### src/rtl/seq_seg_adder.sv
// seq_seg_adder: multi-cycle adder that sums two DATA_W-bit operands plus
// carry-in, SEG_W bits per clock, with the carry held in a register between
// segments. Valid/ready handshake on both the operand and the result side.
//
// Optional feature: define SEQ_SEG_ADDER_OVF_EN to add the 'ovf' output
// (two's-complement signed overflow of a+b+cin, valid with out_valid).
//
// DATA_W must be a multiple of SEG_W, and 1 <= SEG_W <= DATA_W.

module seq_seg_adder #(
  parameter int unsigned DATA_W = 8,
  parameter int unsigned SEG_W  = 2
) (
  input  logic              clk,
  input  logic              rst,
  input  logic              in_valid,
  output logic              in_ready,
  input  logic [DATA_W-1:0] a,
  input  logic [DATA_W-1:0] b,
  input  logic              cin,
  output logic              out_valid,
  input  logic              out_ready,
  output logic [DATA_W-1:0] sum,
`ifdef SEQ_SEG_ADDER_OVF_EN
  output logic              ovf,
`endif
  output logic              cout
);

  localparam int unsigned NSEG  = DATA_W / SEG_W;
  localparam int unsigned CNT_W = (NSEG > 1) ? $clog2(NSEG) : 1;
  localparam int unsigned LAST  = NSEG - 1;
  localparam int unsigned MSB   = DATA_W - 1;

  typedef enum logic [1:0] {
    IDLE = 2'd0,
    ADD  = 2'd1,
    DONE = 2'd2
  } state_t;

  state_t state_q, state_d;

  logic [DATA_W-1:0] a_q, a_d;
  logic [DATA_W-1:0] b_q, b_d;
  logic              carry_q, carry_d;
  logic [CNT_W-1:0]  cnt_q, cnt_d;
  logic [DATA_W-1:0] sum_d;
  logic              cout_d;
  logic              out_valid_d;
`ifdef SEQ_SEG_ADDER_OVF_EN
  logic              ovf_d;
`endif

  int unsigned       seg_base;
  logic [SEG_W-1:0]  a_seg;
  logic [SEG_W-1:0]  b_seg;
  logic [SEG_W:0]    seg_res;
  logic              last_seg;

  // Ready is decoded from state alone so there is no in_valid -> in_ready path.
  assign in_ready = (state_q == IDLE);

  // Slice adder: current segment of both operands plus the held carry.
  always_comb begin
    seg_base = 32'(cnt_q) * SEG_W;
    a_seg    = a_q[seg_base +: SEG_W];
    b_seg    = b_q[seg_base +: SEG_W];
    seg_res  = {1'b0, a_seg} + {1'b0, b_seg} + (SEG_W+1)'(carry_q);
    last_seg = (cnt_q == CNT_W'(LAST));
  end

  // Next-state and datapath updates for the accept / add / hold sequence.
  always_comb begin
    state_d     = state_q;
    a_d         = a_q;
    b_d         = b_q;
    carry_d     = carry_q;
    cnt_d       = cnt_q;
    sum_d       = sum;
    cout_d      = cout;
    out_valid_d = out_valid;
`ifdef SEQ_SEG_ADDER_OVF_EN
    ovf_d       = ovf;
`endif

    case (state_q)
      IDLE: begin
        if (in_valid) begin
          a_d     = a;
          b_d     = b;
          carry_d = cin;
          cnt_d   = '0;
          sum_d   = '0;
          state_d = ADD;
        end
      end

      ADD: begin
        sum_d[seg_base +: SEG_W] = seg_res[SEG_W-1:0];
        carry_d                  = seg_res[SEG_W];
        if (last_seg) begin
          // The last segment holds the MSB, so its result finishes the sum.
          cout_d      = seg_res[SEG_W];
          out_valid_d = 1'b1;
          state_d     = DONE;
`ifdef SEQ_SEG_ADDER_OVF_EN
          ovf_d       = (a_q[MSB] == b_q[MSB]) && (seg_res[SEG_W-1] != a_q[MSB]);
`endif
        end else begin
          cnt_d = cnt_q + CNT_W'(1);
        end
      end

      DONE: begin
        if (out_ready) begin
          out_valid_d = 1'b0;
          state_d     = IDLE;
        end
      end

      default: begin
        state_d = IDLE;
      end
    endcase
  end

  // State register.
  always_ff @(posedge clk or posedge rst) begin
    if (rst) begin
      state_q <= IDLE;
    end else begin
      state_q <= state_d;
    end
  end

  // Operand, carry, counter and result registers.
  always_ff @(posedge clk or posedge rst) begin
    if (rst) begin
      a_q       <= '0;
      b_q       <= '0;
      carry_q   <= 1'b0;
      cnt_q     <= '0;
      sum       <= '0;
      cout      <= 1'b0;
      out_valid <= 1'b0;
`ifdef SEQ_SEG_ADDER_OVF_EN
      ovf       <= 1'b0;
`endif
    end else begin
      a_q       <= a_d;
      b_q       <= b_d;
      carry_q   <= carry_d;
      cnt_q     <= cnt_d;
      sum       <= sum_d;
      cout      <= cout_d;
      out_valid <= out_valid_d;
`ifdef SEQ_SEG_ADDER_OVF_EN
      ovf       <= ovf_d;
`endif
    end
  end

endmodule
### config.mk
export PLATFORM = sky130hd
export DESIGN_NAME = seq_seg_adder
export DESIGN_NICKNAME = d
export VERILOG_FILES = /design/src/rtl/seq_seg_adder.sv
export SDC_FILE = /design/constraint.sdc
export NUM_CORES = 1
export LEC_CHECK = 0
export CORE_MARGIN = 5
export CORE_UTILIZATION = 53
export DETAILED_ROUTE_END_ITERATION = 7
export GPL_ROUTABILITY_DRIVEN = 0
export PLACE_DENSITY_LB_ADDON = 0.08
export SETUP_SLACK_MARGIN = 0.5
export SLEW_MARGIN = 20
export SYNTH_ARGS = -nofsm -noshare
export SYNTH_HDL_FRONTEND = slang
export SYNTH_SLANG_ARGS = --single-unit
### constraint.sdc
create_clock -name clk -period 4.45 [get_ports clk]
set_clock_uncertainty 0.2 [all_clocks]
set_input_delay 1.1125 -clock clk [delete_from_list [all_inputs] [get_ports clk]]
set_output_delay 1.1125 -clock clk [all_outputs]
set_load 0.1 [all_outputs]
==> results.tsv <==
stage	metric	value	unit
cells_and_area	n_diodes	0	
die	full die area	0.00396	sq mm
global_route	GRT Resource Usage Total	15.7	%
clock_network	Setup Fix Bufs, Post-CTS	0	
sta	worst-margin pin slew	0.970	ns
placement	Inst Count DP	167	
cells_and_area	Post-Layout Cell Count	175	
worst_setup_path	Setup crit start kind	flop	
synthesis	top-count cell post-synth	dfrtp_1	
die	die extent in y	62.9	um
routing	Routed WL per cell	15.6	um
worst_setup_path	Worst Path Required	3.14	ns
hold_path	worst hold path type	reg2reg	
routing	Vias	1004	
clock_network	worst skew pair latency	0.34	ns
synthesis	Netlist cell types	22	
placement	HPWL after DPL	2020	um
sta	min Tclk post-route	3.53	ns
worst_setup_path	Worst path slowest cell	clkdlybuf4s50_1	
global_route	pin count of the biggest net entering global routing	32	
global_route	number of global-route vias before repair	1105	
die	Core Area	0.00271	sq mm
synthesis	Synth area leader	dfrtp_1	
routing	1st-pass router iterations	4	
placement	count of input and output buffers	31	
cells_and_area	Layout area overhead	26.1	%
power_and_ir_drop	Leak	0.802	nW
power_and_ir_drop	combinational power share	55.5	%
clock_network	post-CTS sizing	0	
clock_network	clock root cell	clkbuf_4	
sta	Final setup viols	0	
global_route	global-route wire length before repair	4940	um
synthesis	cells after synthesis	110	
clock_network	CTS buffer count	5	
power_and_ir_drop	Pint	863	uW
cells_and_area	Layout Nets	170	
die	die width	62.9	um
clock_network	cts hold-fix bufs	0	
power_and_ir_drop	Clk pwr share	11.9	%
synthesis	syn nets	137	
clock_network	Clock transition at path regs	0.10	ns
worst_setup_path	crit-path max FO	15	
power_and_ir_drop	Max rail drop VDD	0.000640	V
power_and_ir_drop	Flop pwr share	32.6	%
synthesis	Async S/R FF share, synth	100	%
synthesis	syn avg cell area	13.5	sq um
sta	Slew headroom	35.1	%
clock_network	clk sink count	31	
routing	DRT Wirelength	2730	um
worst_setup_path	cell chain of the critical path	nor2_1 -> clkdlybuf4s50_1	
sta	Final Max Tran Viols	0	
worst_setup_path	Worst EP arrival	2.22	ns
cells_and_area	share of post-route cells with drive strength above 1	21.5	%
synthesis	EDFF count, synth	0	
sta	final hold viol count	0	
sta	FMAX	0.283	GHz
power_and_ir_drop	PD cells	847	mW/mm^2
clock_network	clk buf depth	2	
run_status	status	finished, final reports clean	
sta	RSZ-0062 raised after global routing	false	
die	Starting Density	54.8	%
die	boundary pin count	32	
power_and_ir_drop	Sw Ratio	45.5	%
synthesis	Post-Syn Area	0.00148	sq mm
die	std cell rows	19	
clock_network	H-tree depth	2	
synthesis	synth cell count leaders	31 x dfrtp_1, 18 x mux2_2, 12 x a22o_1, 7 x nand2_1, 5 x inv_1	
clock_network	CTS tree	yes	
routing	via/cell ratio	5.74	
global_route	GRT overflow	0	
synthesis	register bit total from synthesis	31	
worst_setup_path	Worst path max stage delay	1.14	ns
synthesis	sequential element share of the synthesized area	52.3	%
worst_setup_path	critical setup path kind	reg2out	
worst_setup_path	CP Capture Type	output pin	
job	Max Cap Viol	0	
cells_and_area	Fill cells	218	
routing	Post-DRT Antenna Nets	0	
global_route	initial antenna violation count	0	
power_and_ir_drop	Psw	721	uW
synthesis	Synth Warn #	0	
sta	Tcrit/Tclk final	79.4	%
sta	Setup TNS Final	0	ns
routing	Remaining DRCs	0	
routing	initial drt markers	37	
synthesis	Synth area leaders	dfrtp_1 52%, mux2_2 14%, a22o_1 7.1%, mux4_2 6.1%, ha_1 3.4%	
synthesis	dominant synthesized flop cell	dfrtp_1	
synthesis	Synth top area share	52.3	%
path summary, 6_finish.rpt:
kind                            startpoint       end  slack [ns]  cells after the start
worst max-delay path            state_q[0]  in_ready        0.92                      2
worst min-delay path                b_q[4]    b_q[4]        0.31                      1
worst max register to register    cnt_q[0]   carry_q        1.74                      6
worst min register to register      b_q[4]    b_q[4]        0.31                      1
max in group asynchronous              rst    b_q[4]        2.66                      2
min in group asynchronous              rst    sum[7]        0.97                      2
flip-flops by register name, indices dropped and copies added (netlist names):
register,count
b_q,8
out_valid,1
cout,1
cnt_q,2
a_q,8
state_q,2
sum,8
carry_q,1
layout by cell type (no fill, tap or decap), drive strengths merged:
| cell | netlist | routed |
|---|---|---|
| nand2b | 3 | 3 |
| clkdlybuf4s50 | 0 | 31 |
| a22o | 12 | 12 |
| inv | 5 | 5 |
| clkbuf | 1 | 8 |
| nor2 | 3 | 3 |
| nor4b | 1 | 1 |
| ha | 4 | 4 |
| a21o | 3 | 3 |
| nor3b | 1 | 1 |
| nand2 | 7 | 7 |
| o21ai | 2 | 2 |
| mux4 | 4 | 4 |
| o31ai | 1 | 1 |
| mux2 | 18 | 18 |
| nand3b | 1 | 1 |
| fa | 2 | 2 |
| nor2b | 1 | 1 |
| a21oi | 3 | 3 |
| dfrtp | 31 | 31 |
| nor4 | 3 | 3 |
power by group through the flow:
stage               sequential (mW)  clock, mW  combinational, mW
global route                  0.540      0.205              0.946
floorplan                     0.665          0              0.540
finish                        0.517      0.189              0.879
detailed placement            0.525          0              0.882
CTS                           0.519      0.190              0.888
global placement              0.518          0              0.875
layout make-up:
cell class | count | area (sq um) | area share [%]
repair buffers | 31 | 310 | 16.6
flip-flops and latches | 31 | 776 | 41.4
clock buffers | 8 | 68.8 | 3.68
multi-input cells | 69 | 659 | 35.2
well taps | 31 | 38.8 | 2.07
inverters | 5 | 18.8 | 1.00
critical path, delay by kind of cell (launching register included):
kind          cells  cell delay [ns]
flops             1             0.56
buf+inv           1             1.14
simple gates      1             0.17
stage by stage:
step                setup slack, ns  hold WS [ns]  utilization (%)  cell area (sq um)  power, mW
floorplan                      1.26         0.275                -               1480       1.21
global placement               1.32         0.285             66.5               1800       1.39
detailed placement             1.30         0.295             66.5               1800       1.41
CTS                           0.919         0.317             69.1               1870       1.60
global route                  0.848         0.340             69.1               1870       1.69
finish                        0.917         0.313             69.1               1870       1.58
layer usage:
layer,vias up,track usage [%],routed length (um)
met5,-,0,0
met4,0,7.69,50
met3,9,5.04,173
met2,32,26.2,1350
met1,496,17.9,1160
li1,467,-,-
logic make-up after synthesis:
logic type / after synthesis / synth area share (%)
DFF: 31 / 52.3
buffers and inverters: 10 / 3.29
AOI/OAI and AO/OA: 21 / 10.8
adders and majority gates: 6 / 6.07
and+or+nand+nor: 20 / 7.84
muxes: 22 / 19.7
No activity file was read; power rests on OpenSTA's default activity.
